`config.mk`:
```
export PLATFORM = sky130hd
export DESIGN_NAME = capture_cmd_arbiter
export DESIGN_NICKNAME = d
export VERILOG_FILES = /design/src/rtl/capture_cmd_pkg.sv /design/src/rtl/cmd_rr_arbiter.sv /design/src/rtl/capture_cmd_arbiter.sv
export SDC_FILE = /design/constraint.sdc
export NUM_CORES = 1
export LEC_CHECK = 0
export CAP_MARGIN = 30
export CORE_AREA = 2 2 142 144
export CTS_BUF_LIST = sky130_fd_sc_hd__clkbuf_4
export DETAILED_ROUTE_END_ITERATION = 16
export DIE_AREA = 0 0 144 146
export GPL_ROUTABILITY_DRIVEN = 0
export HOLD_SLACK_MARGIN = 0.02
export PLACE_DENSITY = 0.7
export SLEW_MARGIN = 20
export SYNTH_ARGS = -nofsm -noshare
export SYNTH_HDL_FRONTEND = slang
export SYNTH_HIERARCHICAL = 1
export SYNTH_SLANG_ARGS = --single-unit
```
`constraint.sdc`:
```
create_clock -name clk -period 2.85 [get_ports clk]
set_input_delay 0.855 -clock clk [delete_from_list [all_inputs] [get_ports clk]]
set_output_delay 0.855 -clock clk [all_outputs]
set_load 0.03 [all_outputs]
```
`src/rtl/capture_cmd_pkg.sv`:
```
// Shared constants for the LogicCaptureTop command arbiter: function codes,
// the ack bit position in status, and the transaction FSM state encoding.
package capture_cmd_pkg;

  localparam logic [7:0] CMD_NOP               = 8'h00;
  localparam logic [7:0] CMD_START             = 8'h01;
  localparam logic [7:0] CMD_ABORT             = 8'h02;
  localparam logic [7:0] CMD_TRIGGER_CONFIGURE = 8'h03;
  localparam logic [7:0] CMD_BUFFER_CONFIGURE  = 8'h04;
  localparam logic [7:0] CMD_READ_TRACE_DATA   = 8'h05;
  localparam logic [7:0] CMD_READ_TRACE_SIZE   = 8'h06;
  localparam logic [7:0] CMD_READ_TRIGGER_SAMP = 8'h07;
  localparam logic [7:0] CMD_ACK               = 8'h08;
  localparam logic [7:0] CMD_RESET             = 8'h09;

  localparam int ACK_BIT = 3;

  typedef enum logic [2:0] {
    IDLE,
    ISSUE,
    WAIT_ACK,
    ACK_STROBE,
    WAIT_CLR,
    DONE
  } state_t;

endpackage

```
`src/rtl/cmd_rr_arbiter.sv`:
```
// Two-way round-robin grant between requester A and B; the requester not
// granted last wins a tie. Last-grant resets to B so A wins the first tie.
module cmd_rr_arbiter (
  input  logic clk,
  input  logic resetn,
  input  logic en,
  input  logic reqa,
  input  logic reqb,
  output logic gnta,
  output logic gntb
);

  logic last_b;

  always_comb begin
    gnta = 1'b0;
    gntb = 1'b0;
    if (en) begin
      if (reqa && reqb) begin
        gnta = last_b;
        gntb = !last_b;
      end else begin
        gnta = reqa;
        gntb = reqb;
      end
    end
  end

  always_ff @(posedge clk or negedge resetn) begin
    if (!resetn)
      last_b <= 1'b1;
    else if (gnta || gntb)
      last_b <= gntb;
  end

endmodule

```
`src/rtl/capture_cmd_arbiter.sv`:
```
// Arbitrates two command requesters onto the LogicCaptureTop command port and
// runs the strobe/ack handshake. Optional ack timeout: CMD_ARB_TIMEOUT_EN.
module capture_cmd_arbiter
  import capture_cmd_pkg::*;
#(
  parameter int ACK_TIMEOUT = 4096
) (
  input  logic        clk,
  input  logic        resetn,
  input  logic        reqA,
  input  logic        reqB,
  input  logic [7:0]  cmdA,
  input  logic [7:0]  cmdB,
  input  logic [63:0] wdataA,
  input  logic [63:0] wdataB,
  output logic        doneA,
  output logic        doneB,
  output logic [63:0] rdata,
  output logic        err,
  output logic [7:0]  command,
  output logic        commandStrobe,
  output logic [7:0]  regIn0,
  output logic [7:0]  regIn1,
  output logic [7:0]  regIn2,
  output logic [7:0]  regIn3,
  output logic [7:0]  regIn4,
  output logic [7:0]  regIn5,
  output logic [7:0]  regIn6,
  output logic [7:0]  regIn7,
  input  logic [7:0]  regOut0,
  input  logic [7:0]  regOut1,
  input  logic [7:0]  regOut2,
  input  logic [7:0]  regOut3,
  input  logic [7:0]  regOut4,
  input  logic [7:0]  regOut5,
  input  logic [7:0]  regOut6,
  input  logic [7:0]  regOut7,
  input  logic [7:0]  status
);

  state_t      state_q, state_d;
  logic        gnt_a, gnt_b, granted_b;
  logic [7:0]  cmd_q, cmd_sel;
  logic [63:0] wdata_q, wdata_sel;
  logic        ack, timeout;
  logic        unused_status;

  assign ack           = status[ACK_BIT];
  assign unused_status = ^{status[7:ACK_BIT+1], status[ACK_BIT-1:0]};

  cmd_rr_arbiter u_rr (
    .clk    (clk),
    .resetn (resetn),
    .en     (state_q == IDLE),
    .reqa   (reqA),
    .reqb   (reqB),
    .gnta   (gnt_a),
    .gntb   (gnt_b)
  );

  assign cmd_sel   = gnt_b ? cmdB : cmdA;
  assign wdata_sel = gnt_b ? wdataB : wdataA;

  // A NOP is completed at grant; an ack already present in ISSUE skips WAIT_ACK.
  always_comb begin
    state_d = state_q;
    case (state_q)
      IDLE:       if (gnt_a || gnt_b) state_d = (cmd_sel == CMD_NOP) ? DONE : ISSUE;
      ISSUE:      state_d = ack ? ACK_STROBE : WAIT_ACK;
      WAIT_ACK: begin
        if (ack)          state_d = ACK_STROBE;
        else if (timeout) state_d = DONE;
      end
      ACK_STROBE: state_d = WAIT_CLR;
      WAIT_CLR:   if (!ack) state_d = DONE;
      DONE:       state_d = IDLE;
      default:    state_d = IDLE;
    endcase
  end

  always_ff @(posedge clk or negedge resetn) begin
    if (!resetn)
      state_q <= IDLE;
    else
      state_q <= state_d;
  end

  always_ff @(posedge clk or negedge resetn) begin
    if (!resetn) begin
      cmd_q     <= CMD_NOP;
      wdata_q   <= '0;
      rdata     <= '0;
      granted_b <= 1'b0;
    end else begin
      if (gnt_a || gnt_b) begin
        cmd_q     <= cmd_sel;
        wdata_q   <= wdata_sel;
        granted_b <= gnt_b;
      end
      if ((state_q == ISSUE || state_q == WAIT_ACK) && ack)
        rdata <= {regOut7, regOut6, regOut5, regOut4, regOut3, regOut2, regOut1, regOut0};
    end
  end

  always_comb begin
    command       = CMD_NOP;
    commandStrobe = 1'b0;
    case (state_q)
      ISSUE: begin
        command       = cmd_q;
        commandStrobe = 1'b1;
      end
      WAIT_ACK:   command = cmd_q;
      ACK_STROBE: begin
        command       = CMD_ACK;
        commandStrobe = 1'b1;
      end
      WAIT_CLR:   command = CMD_ACK;
      default:    command = CMD_NOP;
    endcase
  end

  assign {regIn7, regIn6, regIn5, regIn4, regIn3, regIn2, regIn1, regIn0} = wdata_q;

  assign doneA = (state_q == DONE) && !granted_b;
  assign doneB = (state_q == DONE) && granted_b;

`ifdef CMD_ARB_TIMEOUT_EN
  localparam int CNT_W = $clog2(ACK_TIMEOUT + 1);

  logic [CNT_W-1:0] cnt_q;
  logic             to_q;

  assign timeout = (cnt_q == CNT_W'(ACK_TIMEOUT - 1));

  always_ff @(posedge clk or negedge resetn) begin
    if (!resetn) begin
      cnt_q <= '0;
      to_q  <= 1'b0;
    end else begin
      if (state_q == ISSUE)
        cnt_q <= '0;
      else if (state_q == WAIT_ACK)
        cnt_q <= cnt_q + 1'b1;
      if (gnt_a || gnt_b)
        to_q <= 1'b0;
      else if (state_q == WAIT_ACK && !ack && timeout)
        to_q <= 1'b1;
    end
  end

  assign err = (state_q == DONE) && to_q;
`else
  assign timeout = 1'b0;
  assign err     = 1'b0;
`endif

endmodule
```
== Word level (Yosys, flattened, before mapping) ==
Cells that the tools add are included.
Word-level totals
  register bits after elaboration: 141
  input bits: 220
  output and inout bits: 140
  logic and storage cells: 42
Cells by class
  equal/unequal tests: 8
  muxes and demuxes: 14
  reduce and logical (&&, ||, !) cells: 14
Operators by type and width (number)
  $mux W64: 1
  $pmux W8 S2: 1
  $pmux W3 S5: 1
  $mux W3: 4
  $logic_not A8 Y1: 1
  $mux W8: 1
  $eq A3 B2 Y1 const B: 2
  $eq A3 B3 Y1 const B: 2
  $mux W1: 6
  $ne A2 B2 Y1 const B: 3
  $reduce_or A2 Y1: 3
  $logic_and A1 B1 Y1: 4
  $eq A3 B1 Y1 const B: 1
  $logic_not A3 Y1: 1
  $reduce_and A3 Y1: 1
  $logic_not A1 Y1: 2
  $logic_or A1 B1 Y1: 2

== Logic depth before layout (Yosys ltp) ==
  word-level depth: 8
  gate-level depth with buffers: 11
  gate-level depth less buffers: 8

== Cells and area by module ==
Netlist, hierarchy kept.
Modules (own cells, without submodules)
  capture_cmd_arbiter: times used 1, cells an instance 494, area each 6317.3 µm², sequential area each 3503.4 µm²
  cmd_rr_arbiter: times used 1, cells an instance 8, area each 62.6 µm², sequential area each 26.3 µm²

== Least setup slack after synthesis ==
OpenSTA, ideal clock, no wires.
  path type: reg2reg
  from: register state_q[0]
  to: register state_q[2]
  library setup time: 0.095 ns
  arrival time: 2.089 ns
  required time: 2.755 ns
  path slack: 0.665 ns
  cell stages (with the launch flop): 10
  buffers on the path: 1
  period minus slack after synthesis: 2.185 ns
  path through: dfrtp_1 > clkbuf_1 > nor2_1 > inv_1 > nor2_1 > nand2_1 > a21oi_1 > or4b_1 > o22a_1 > o31ai_1
Between the ends
  cells in the longest elaborated chain, start to end: 7
  elaborated cells between the ends (all ways): 17
  those cells by class: eq/ne (7); mux (6); reduce/logical (4)
Ends and longest elaborated chain
  start: declaration: RTL line capture_cmd_arbiter.sv:41  | state_t state_q, state_d;
  start signal: assignment: RTL line capture_cmd_arbiter.sv:85  | state_q <= state_d;
  $logic_not A3 Y1 *: RTL line capture_cmd_arbiter.sv:54  | .en (state_q == IDLE),
  $mux W1 *: RTL line cmd_rr_arbiter.sv:18  | if (en) begin
  named net gnt_b: RTL line capture_cmd_arbiter.sv:42  | logic gnt_a, gnt_b, granted_b;
  $mux W8: RTL line capture_cmd_arbiter.sv:61  | assign cmd_sel = gnt_b ? cmdB : cmdA;
  $logic_not A8 Y1: RTL line capture_cmd_arbiter.sv:68  | IDLE: if (gnt_a || gnt_b) state_d = (cmd_sel == CMD_NOP) ? DONE : ISSUE;
  $mux W3 (2 in a row): RTL line capture_cmd_arbiter.sv:68
  $pmux W3 S5: RTL line capture_cmd_arbiter.sv:67  | case (state_q)
Mark *: on every way through the listed nets, which the timed path passes. The rest lies on a longest branch. The select of a mux whose other input is x is not followed.
A chain may end at the register's enable or synchronous reset.

== Worst setup path after layout ==
  from: register state_q[2]
  to: output port doneB
Between the ends
  cells in the longest elaborated chain, start to end: 2
Ends and longest elaborated chain
  $eq A3 B3 Y1: RTL line capture_cmd_arbiter.sv:126  | assign doneB = (state_q == DONE) && granted_b;
  $logic_and A1 B1 Y1: RTL line capture_cmd_arbiter.sv:126
  end: declaration: RTL line capture_cmd_arbiter.sv:17  | output logic doneB,
No other way between the ends.

==> impl_metrics.py <==
metrics = {
    "placement": {
        "place_inst": 1100,
        "hpwl_mm": 14.24,
        "placed_area_mm2": 0.01019,
        "portBuffers": 351,
    },
    "grt": {
        "grt_max_degree": 76,
        "track_usage_pct": 17.80,
        "first_global_vias": 5169,
        "grt_pass1_wl_mm": 28.64,
        "grt.overflow.total": 0,
        "grt_antenna_before_repair": 2,
    },
    "critical_path": {
        "startpoint_type": "register",
        "critPathMaxFanout": 9,
        "worst_ep_arrival_time_ps": 1840,
        "worstSetupPathType": "register to output pin",
        "cp.required_ps": 2000,
        "end_kind": "output pin",
    },
    "pwr": {
        "combPwrFrac_pct": 59.9,
        "irDropWorstVdd_v": 0.0005289,
        "p_clk_share_pct": 11.5,
        "powerDensity_mw_per_mm2": 1198,
        "switchingPower_uw": 5331,
        "swShare_pct": 42.18,
        "power_frac_seq_pct": 28.6,
        "p_int_uw": 7307,
        "leakage_uw": 0.004299,
    },
    "finish": {
        "ff_latch_area_mm2": 0.003533,
        "n_fill_cell": 1687,
        "final_cells": 1136,
        "layout-drive-gt1-share_pct": 15.75,
        "fin_area_mm2": 0.01055,
        "nNetsFinal": 1077,
        "area_growth_pct": 65.40,
        "multi_input_area_mm2": 0.002633,
    },
    "clocking": {
        "clockBufferDepth": 2,
        "cts_made_buffers": 17,
        "clock_tree.root_cell": "clkbuf_4",
        "cts.sinks": 141,
        "cts_tree": "yes",
        "ctsHoldBuffers": 0,
        "clkTransAtPathRegs_ps": 140,
        "clk_latency_ps": 540,
        "htreeDepth": 4,
    },
    "timing": {
        "drv_slew": 0,
        "fin_crit_sh_pct": 94.59,
        "clock-skew-final_ps": 23.37,
        "max_freq_mhz": 370.9,
        "period_minus_slack_ps": 2696,
        "hold_viol": 0,
        "setup_viol": 0,
        "setup_tns_ps": 0,
    },
    "floorplan": {
        "coreArea_mm2": 0.01933,
        "start_util_pct": 33.00,
        "die-width_um": 144,
        "die_area_mm2": 0.02102,
        "die_h_um": 146,
        "num_io_pins": 360,
        "rows": 51,
    },
    "drt": {
        "route.met2.wl_mm": 9.662,
        "drc": 0,
        "antenna_left": 0,
        "top_layer": "met5",
        "routed_wl_mm": 19.00,
        "drtPass1Iterations": 4,
        "routed_via_density": 4.473,
        "vias": 5081,
        "drtIter0Drc": 127,
        "wl_per_cell_um": 16.73,
        "met3_length_mm": 1.448,
        "wirelength_met1_mm": 7.460,
    },
    "synth": {
        "ys.flop_type": "dfrtp_1",
        "synth_area_leaders": "dfrtp_1 (55%), mux2_4 (14%), mux2i_1 (11%)",
        "synth_compound_area_share_pct": 7.021,
        "synth_cells": 502,
        "synthTopCellsByCount": "dfrtp_1 (140), nand2_1 (75), o21ai_0 (72), mux2i_1 (71), mux2_4 (60)",
        "synth-seq-cells": 141,
        "synth_area_mm2": 0.006380,
        "synth_top_area_share_pct": 54.91,
        "yosys.cell_types.count": 37,
        "synth_xor_xnor_area_share_pct": 0.1373,
        "synth_top_area_cell": "dfrtp_1",
        "synth_edf_count": 0,
        "synth_fa_ha_area_share_pct": 0,
        "synth_area_per_cell_um2": 12.71,
        "synth_top_family_by_area": "multiplexers",
        "yosysSeqAreaShare_pct": 55.32,
        "synth_most_common_cell": "dfrtp_1",
        "synthMuxAreaShare_pct": 26.32,
        "async_flop_share_pct": 100.0,
        "ys_warn_count": 6,
        "syn-num-nets": 722,
        "synthSimpleGateAreaFrac_pct": 7.041,
    },
    "run": {
        "drv_cap": 0,
    },
    "hold_path": {
        "hp-class": "input port to asynchronous set/reset pin",
    },
    "outcome": {
        "outcome": "finished clean",
    },
}
[metrics by stage]
step | total power, uW | utilization [%] | setup WS (ps) | hold slack [ps]
after CTS | 12780 | 54.44 | -10.88 | 186.5
after global placement | 11140 | 52.73 | 149.2 | 477.9
after floorplan | 8305 | - | 665.4 | 464.9
after global routing | 13350 | 54.58 | -0.9590 | 198.7
after detailed placement | 11240 | 52.73 | 78.63 | 491.6
final | 12640 | 54.58 | 154.1 | 226.6
[final timing paths]
kind	startpoint	to	slack, ps	cells after the start
max	state_q[2]$_DFFE_PN0P_	doneB	150	3
min	resetn	rdata[28]$_DFFE_PN0P_	230	1
max reg2reg	state_q[1]$_DFFE_PN0P_	state_q[2]$_DFFE_PN0P_	580	8
min reg2reg	granted_b$_DFFE_PN0P_	granted_b$_DFFE_PN0P_	520	1
max in group asynchronous	resetn	cmd_q[7]$_DFFE_PN0P_	1890	2
min in group clk	granted_b$_DFFE_PN0P_	granted_b$_DFFE_PN0P_	520	1
[power by group through the flow]
| stage | Sequential, uW | Clock (uW) | Combinational [uW] |
|---|---|---|---|
| 2_1_floorplan | 5420 | 0 | 2880 |
| 3_3_place_gp | 3620 | 0 | 7510 |
| 3_5_place_dp | 3650 | 0 | 7590 |
| 4_1_cts | 3640 | 1530 | 7620 |
| 5_1_grt | 3760 | 1610 | 7980 |
| 6_report | 3620 | 1450 | 7570 |
[flip-flops by register name, indices dropped and copies added, names as in the netlist]
name / cells
u_rr/last_b: 1
rdata: 64
wdata_q: 64
cmd_q: 8
state_q: 3
granted_b: 1
[cell usage in the layout (no fill, tap or decap), types with 2 or more instances in the layout]
cell	netlist	routed
inv_6	0	5
nor2_1	5	4
clkbuf_4	0	18
nor2b_1	2	2
and2_1	7	7
clkinv_4	0	2
nor3_1	2	2
mux2i_1	71	71
o21ai_0	72	72
clkinvlp_4	0	2
buf_12	6	7
bufinv_16	0	3
dfrtp_1	140	137
dfrtp_2	0	3
and3_1	2	2
nand2_1	75	75
dlygate4sd2_1	0	3
a21oi_4	0	2
mux2_2	6	6
nor3b_1	2	2
inv_1	3	3
mux2_4	60	60
clkdlybuf4s50_1	0	339
a21o_1	2	2
buf_4	1	19
[area by class of cell]
cell class | count | share of cell area [%]
diodes | 1 | 0.02371
flip-flops and latches | 141 | 33.48
clock inverters | 14 | 1.731
inverters | 3 | 0.1067
multi-input cells | 324 | 24.95
clock buffers | 18 | 1.281
well taps | 265 | 3.142
repair buffers | 370 | 35.29
[routing by layer]
layer / global-route usage (%) / vias up
met4: 7.157 / 2
met5: 0 / -
met2: 30.83 / 188
met3: 5.298 / 30
met1: 20.39 / 2414
li1: - / 2447
[repair_timing]
| action | CTS | global route |
|---|---|---|
| endpoints found under the hold margin | 0 | 0 |
| setup buffers | 0 | 3 |
| pin swaps | 0 | 1 |
| gates resized for setup | 9 | 2 |
| endpoints found under the setup margin | 11 | 7 |
[logic make-up after synthesis]
group                     Yosys count
AOI/OAI and AO/OA                  84
xor gates and xnor gates            1
buffers and inverters              37
DFF                               141
muxes                             137
other                               1
and+or+nand+nor                   101
[critical path: stages, from the launching register on]
cell and delay [ps]:
dfrtp_2 520, and2b_2 240, and3_1 170, dlygate4sd2_1 370
(Power assumes the default switching activity.)
